==> config.mk <==
export PLATFORM = sky130hd
export DESIGN_NAME = pipe_hazard_ctrl
export DESIGN_NICKNAME = d
export VERILOG_FILES = /design/src/rtl/pipe_pkg.sv /design/src/rtl/fwd_unit.sv /design/src/rtl/pipe_hazard_ctrl.sv
export SDC_FILE = /design/constraint.sdc
export NUM_CORES = 1
export LEC_CHECK = 0
export BUFFER_PORTS_ARGS = -buffer_cell sky130_fd_sc_hd__clkbuf_2
export CAP_MARGIN = 10
export CORE_MARGIN = 2
export CORE_UTILIZATION = 49
export DETAILED_ROUTE_END_ITERATION = 8
export GPL_TIMING_DRIVEN = 0
export PLACE_DENSITY = 0.8
export RECOVER_POWER = 50
export SKIP_LAST_GASP = 1
export SLEW_MARGIN = 20
export SYNTH_ARGS = -nofsm -noshare
export SYNTH_HDL_FRONTEND = slang
export SYNTH_SLANG_ARGS = --single-unit
==> constraint.sdc <==
create_clock -name clk_i -period 2.2 [get_ports clk_i]
set_input_delay 0.11 -clock clk_i [delete_from_list [all_inputs] [get_ports clk_i]]
set_output_delay 0.11 -clock clk_i [all_outputs]
set_load 0.01 [all_outputs]
==> src/rtl/pipe_pkg.sv <==
// Shared types and constants for the pipeline hazard controller.
// Memory-wait FSM encoding, forwarding select codes, default widths.
package pipe_pkg;

  localparam int RA_W_DFLT = 5;

  typedef enum logic [1:0] {
    ST_RUN  = 2'd0,
    ST_WAIT = 2'd1,
    ST_ERR  = 2'd2
  } mst_e;

  localparam logic [1:0] FWD_RF  = 2'b00;
  localparam logic [1:0] FWD_MEM = 2'b01;
  localparam logic [1:0] FWD_WB  = 2'b10;

endpackage

==> src/rtl/fwd_unit.sv <==
// EX operand forwarding select for one source register.
// Ports: ex_rs_i, mem_wr_i/mem_rf_we_i, wb_wr_i/wb_rf_we_i in; sel_o out.
module fwd_unit
  import pipe_pkg::*;
#(
  parameter int RA_W = RA_W_DFLT
) (
  input  logic [RA_W-1:0] ex_rs_i,
  input  logic [RA_W-1:0] mem_wr_i,
  input  logic            mem_rf_we_i,
  input  logic [RA_W-1:0] wb_wr_i,
  input  logic            wb_rf_we_i,
  output logic [1:0]      sel_o
);

  logic mem_hit;
  logic wb_hit;

  // x0 is hard-wired zero, never a forwarding source
  assign mem_hit = mem_rf_we_i
                 & (mem_wr_i != '0)
                 & (mem_wr_i == ex_rs_i);
  assign wb_hit  = wb_rf_we_i
                 & (wb_wr_i != '0)
                 & (wb_wr_i == ex_rs_i);

  // MEM holds the younger result
  always_comb begin
    sel_o = FWD_RF;
    if (mem_hit)     sel_o = FWD_MEM;
    else if (wb_hit) sel_o = FWD_WB;
  end

endmodule

==> src/rtl/pipe_hazard_ctrl.sv <==
// Stall/flush/forwarding control for the 5-stage pipeline registers.
// In: ID/EX/MEM/WB reg info, branch, DRAM req/ack. Out: holds, flushes, fwd, status.
module pipe_hazard_ctrl
  import pipe_pkg::*;
#(
  parameter int RA_W    = RA_W_DFLT,
  parameter int MEM_TMO = 16,
  parameter int CNT_W   = 32
) (
  input  logic             clk_i,
  input  logic             rst_i,
  input  logic [RA_W-1:0]  id_rs1,
  input  logic [RA_W-1:0]  id_rs2,
  input  logic             id_re1,
  input  logic             id_re2,
  input  logic [RA_W-1:0]  ex_rs1,
  input  logic [RA_W-1:0]  ex_rs2,
  input  logic [RA_W-1:0]  ex_wr,
  input  logic             ex_rf_we,
  input  logic             ex_is_load,
  input  logic             ex_br_taken,
  input  logic [RA_W-1:0]  mem_wr,
  input  logic             mem_rf_we,
  input  logic [RA_W-1:0]  wb_wr,
  input  logic             wb_rf_we,
  input  logic             mem_req,
  input  logic             mem_ack,
  output logic             pc_hold,
  output logic             ifid_hold,
  output logic             ifid_flush,
  output logic             idex_hold,
  output logic             idex_flush,
  output logic             exmem_hold,
  output logic             memwb_flush,
  output logic [1:0]       fwd_a,
  output logic [1:0]       fwd_b,
  output logic             mem_busy,
  output logic             tmo_err,
  output logic [CNT_W-1:0] stall_cnt
);

  localparam int WC_W = $clog2(MEM_TMO + 1);
  localparam logic [WC_W-1:0] WC_LAST = WC_W'(MEM_TMO - 1);

  mst_e             state_q;
  logic [WC_W-1:0]  wait_q;
  logic             tmo_q;
  logic [CNT_W-1:0] stall_q;
  logic [CNT_W-1:0] stall_d;

  logic mem_stall;
  logic lu;

  assign mem_stall = (state_q == ST_RUN  & mem_req & ~mem_ack)
                   | (state_q == ST_WAIT & ~mem_ack)
                   | (state_q == ST_ERR);

  assign lu = ex_is_load & ex_rf_we & (ex_wr != '0)
            & ((id_re1 & (id_rs1 == ex_wr))
             | (id_re2 & (id_rs2 == ex_wr)));

  // Priority: memory stall, then taken branch, then load-use.
  // A taken branch makes the ID instr wrong-path, so lu is moot.
  always_comb begin
    pc_hold     = 1'b0;
    ifid_hold   = 1'b0;
    ifid_flush  = 1'b0;
    idex_hold   = 1'b0;
    idex_flush  = 1'b0;
    exmem_hold  = 1'b0;
    memwb_flush = 1'b0;
    if (mem_stall) begin
      pc_hold     = 1'b1;
      ifid_hold   = 1'b1;
      idex_hold   = 1'b1;
      exmem_hold  = 1'b1;
      memwb_flush = 1'b1;
    end else if (ex_br_taken) begin
      ifid_flush  = 1'b1;
      idex_flush  = 1'b1;
    end else if (lu) begin
      pc_hold     = 1'b1;
      ifid_hold   = 1'b1;
      idex_flush  = 1'b1;
    end
  end

  fwd_unit #(.RA_W(RA_W)) u_fwd_a (
    .ex_rs_i     (ex_rs1),
    .mem_wr_i    (mem_wr),
    .mem_rf_we_i (mem_rf_we),
    .wb_wr_i     (wb_wr),
    .wb_rf_we_i  (wb_rf_we),
    .sel_o       (fwd_a)
  );

  fwd_unit #(.RA_W(RA_W)) u_fwd_b (
    .ex_rs_i     (ex_rs2),
    .mem_wr_i    (mem_wr),
    .mem_rf_we_i (mem_rf_we),
    .wb_wr_i     (wb_wr),
    .wb_rf_we_i  (wb_rf_we),
    .sel_o       (fwd_b)
  );

  // ERR is terminal until reset; ack is ignored there
  always_ff @(posedge clk_i) begin
    if (rst_i) begin
      state_q <= ST_RUN;
      wait_q  <= '0;
      tmo_q   <= 1'b0;
    end else begin
      unique case (state_q)
        ST_RUN: begin
          if (mem_req & ~mem_ack) begin
            state_q <= ST_WAIT;
            wait_q  <= WC_W'(1);
          end
        end
        ST_WAIT: begin
          if (mem_ack) begin
            state_q <= ST_RUN;
            wait_q  <= '0;
          end else if (wait_q == WC_LAST) begin
            state_q <= ST_ERR;
            tmo_q   <= 1'b1;
          end else begin
            wait_q  <= wait_q + WC_W'(1);
          end
        end
        ST_ERR: begin
          state_q <= ST_ERR;
        end
        default: begin
          state_q <= ST_RUN;
          wait_q  <= '0;
        end
      endcase
    end
  end

  assign stall_d = pc_hold ? stall_q + CNT_W'(1)
                           : stall_q;

  always_ff @(posedge clk_i) begin
    if (rst_i) stall_q <= '0;
    else       stall_q <= stall_d;
  end

  assign mem_busy  = (state_q == ST_WAIT);
  assign tmo_err   = tmo_q;
  assign stall_cnt = stall_q;

endmodule

==> results by stage <==
Synth:
- By area the synthesized netlist is led by dfxtp_1, a21oi_1, or3_1.
- The proportion of synthesized flip-flops having asynchronous set or reset is 0%.
- In the post-synthesis netlist, the cell with the most instances is dfxtp_1.
- In this run, synthesis inferred 0 flip-flops with an integrated enable.
- Of the synthesized area, sequential elements account for between 30% and 40%.
- After synthesis, the most frequently instantiated cells are dfxtp_1, a21oi_1, o21ai_0.
- The total of flip-flops plus latches after synthesis is 40.
- For this run, the leading register cell type out of synthesis is dfxtp_1.
- The mean post-synth cell area is between 8 and 9 um^2.
- Of the post-synthesis cell area, the dominant cell type holds 33.7%.
- The cell area after synthesis is between 2000 and 2500 um^2.
- dfxtp_1 takes more of the synthesized area than any other cell.
- The post-synthesis instance total is between 200 and 300.
- The total of warnings raised by yosys is 0.
- The net count after synthesis is 340.
- The number of different library cells used by synthesis comes to 36.

Floorplanning:
- Row generation in the floorplan step produced 25 rows.
- The area of the core is about 4700 um^2.
- The die is ~74 um tall.
- The number of top-level pins is about 90.
- The floorplan step defined a die boundary enclosing 5420 um^2.
- The initial core utilization is between 50% and 60%.
- The horizontal die dimension is about 74 um.

Place:
- The cell area after placement is 2890 um^2.
- The count of input and output buffers is around 90.
- In this run, placement finished with an instance count of about 430.
- The weighted congestion at the end of routability-driven global placement is between 0.9 and 1.
- The estimated wirelength of the detail-placed design is ~4600 um.

Setup path:
- At the worst endpoint, the arrival time is 2.02 ns.
- The path type of the worst setup path is register to output port.
- In this run the worst path has a maximum fanout of 10.
- The worst setup path is captured at an output port.
- STA puts the critical path data required time at 2.09 ns.
- STA classifies the critical path startpoint as a register.

Global route:
- For this run the aggregate overflow at the end of global routing stands at 0.
- The global router's overall resource usage is a little under a quarter.
- The initial antenna violation count is 0.
- Entering global routing, the biggest net connects 13 pins.
- The global routing usage on met1 is 27.9%.
- The met2 track demand over resource is 40.2%.
- The number of global-route vias before repair is about 2300.
- The first global-routing pass estimated about 10000 um of wire.
- The global routing stage identified its most utilized layer as met2.
- Global routing used 6.04% of the available met3 tracks.

CTS:
- The number of buffers created by CTS is 5.
- After clock tree synthesis, the clock-pin slew on the worst setup and hold paths is about 0.08 ns.
- The number of hold buffers added after CTS was 0.
- CTS saw 40 sinks.
- In this run the clock root is driven by a clkbuf_8.
- The clock latency reported for the late side of the worst-skew pair is around 0.29 ns.
- The H-tree was split into 2 levels.
- The maximum root-to-sink buffer count is 2.
- The CTS tree is done.

Detailed routing:
- The routed via count divided by cell count is ~5.7.
- In the routed design, unresolved DRC markers number 0.
- The wire length reported by the detailed router is roughly 6100 um.
- The routed via count is around 2500.
- The number of detailed-route iterations in the first pass is 4.
- For this block, the initial DRC count from the detailed router was about 190.
- The count of nets left with antenna violations once routing finished came out at 0.
- The routed length per placed instance is 13.7 um.

Power:
- In this run, the clock network consumes 33.1% of the power.
- The leakage power total is 1.07 nW.
- The power density relative to cell area is between 400 and 500 nW/um^2.
- Sequential cells account for 51.0% of the total power.
- The fraction of power spent switching nets is between 20% and 30%.
- The worst-case IR drop observed on VDD is between 0.0002 and 0.0003 V.
- The internal power consumption is about 1.1 mW.
- The total power is approximately 1.4 mW.
- In this run the power spent charging and discharging nets is slightly below 0.4 mW.
- The combinational fraction of design power is 15.9%.

STA:
- The count of final setup violators is 0.
- The post-route clock skew is approximately 0.0069 ns.
- The clock period could shrink to 2.13 ns.
- The final count of pins violating max slew came to 0.
- The number of hold violations in the final report is 0.
- For this run, the top clock speed supported by timing is roughly 470 MHz.
- After layout, the worst path uses between 90% and 100% of the clock period.
- The aggregate negative setup slack is 0 ns.
- Setup repair after global routing could not meet its margin everywhere.
- In this run the tightest slew margin relative to its limit is 59.5%.
- At the pin with the least slew margin, the transition time is 0.605 ns.

Cells and area:
- The final design utilization is a little over three fifths.
- The total non-filler cell area in the finished layout is a little under 3000 um^2.
- The post-route netlist has 20.9% of its cells at a drive strength greater than 1.
- The post-layout net count is around 440.
- After the flow finishes, the layout carries non-filler instances totaling about 440.
- 0 antenna diodes ended up in the layout.
- From synthesis to final layout, the design area changed by 24.0%.

Min path:
- The min-delay analysis places its worst path in the category primary input to register.

Job:
- The tool flagged a number of max-cap violations equal to 0.

Run status:
- The flow ran to the end, and the final reports show no timing, DRC or antenna violations.
[what timing repair did]
item / in CTS / in global routing
gates cloned: 0 / 0
gates resized for setup: 1 / 5
buffers inserted: 1 / 0
setup endpoints to repair: 5 / 14
[cell type report]
type,instances,area (um^2)
fill,443,1750
multi-input combinational,226,1440
sequential,40,801
timing repair buffer,90,407
buffer,19,128
clock buffer,5,68.8
tap,54,67.6
inverter,6,22.5
clock inverter,2,12.5
[worst max-delay path, cell delays in order (launching register included)]
cell and delay, ns:
dfxtp_1 0.30, clkbuf_1 0.17, o21ai_0 0.31, nand2_2 0.17, a31oi_4 0.21, buf_6 0.17, buf_12 0.13, inv_1 0.05
buf_4 0.12, clkbuf_2 0.11
[kinds of logic (layout without fill, tap and decap cells)]
kind of cell	count (synthesis)	in the layout	synth area share (%)
buffers and inverters	25	122	6.27
multiplexers	2	2	0.843
adder cells (fa/ha/maj)	3	3	1.58
flip-flops	40	40	33.7
XOR/XNOR	33	33	12.2
AO/OA/AOI/OAI	76	76	18.1
AND/OR/NAND/NOR	112	112	27.3
[layout by cell type (no fill, tap or decap), types with 4 or more instances in the layout]
master	count
clkbuf_8	5
nand3_1	16
nor2_1	10
clkbuf_1	42
or3_1	26
and3_1	5
nand2_1	10
and4_1	5
xor2_1	17
o31ai_1	6
nor4_1	4
xnor2_1	16
or4_1	10
buf_4	6
o21ai_0	27
clkbuf_2	54
inv_1	6
a21oi_1	36
dfxtp_1	40
nand4_1	14
[per-stage QoR]
stage | setup slack, ns | hold WS [ns]
2_1_floorplan | 0.292 | 0.335
3_3_place_gp | -0.0543 | 0.434
3_5_place_dp | -0.0643 | 0.447
4_1_cts | 0.0189 | 0.146
5_1_grt | -0.0722 | 0.190
6_report | 0.0712 | 0.163
[registers in the layout (all words and copies together) (netlist names)]
signal and flops:
stall_cnt 32, state_q 2, tmo_err 1, wait_q 5
[worst paths after layout]
| kind | slack (ns) | end | depth (start not counted) | startpoint |
|---|---|---|---|---|
| worst max register to register | 0.17 | stall_cnt[3] | 8 | state_q[0] |
| worst max-delay path | 0.07 | pc_hold | 9 | state_q[0] |
| worst min-delay path | 0.16 | wait_q[0] | 4 | mem_ack |
| worst min register to register | 0.45 | tmo_err | 2 | tmo_err |
[per-layer routing]
metal,routed length (um),vias up
li1,-,1269
met1,2560,1153
met2,3030,93
met3,388,11
met4,93,0
met5,0,-
[power by group through the flow]
stage	registers, mW	logic (mW)	clock network (mW)
2_1_floorplan	0.756	0.131	0
3_3_place_gp	0.755	0.224	0
3_5_place_dp	0.756	0.230	0
4_1_cts	0.739	0.233	0.480
5_1_grt	0.740	0.257	0.515
6_report	0.739	0.230	0.480
(Power assumes the default switching activity.)
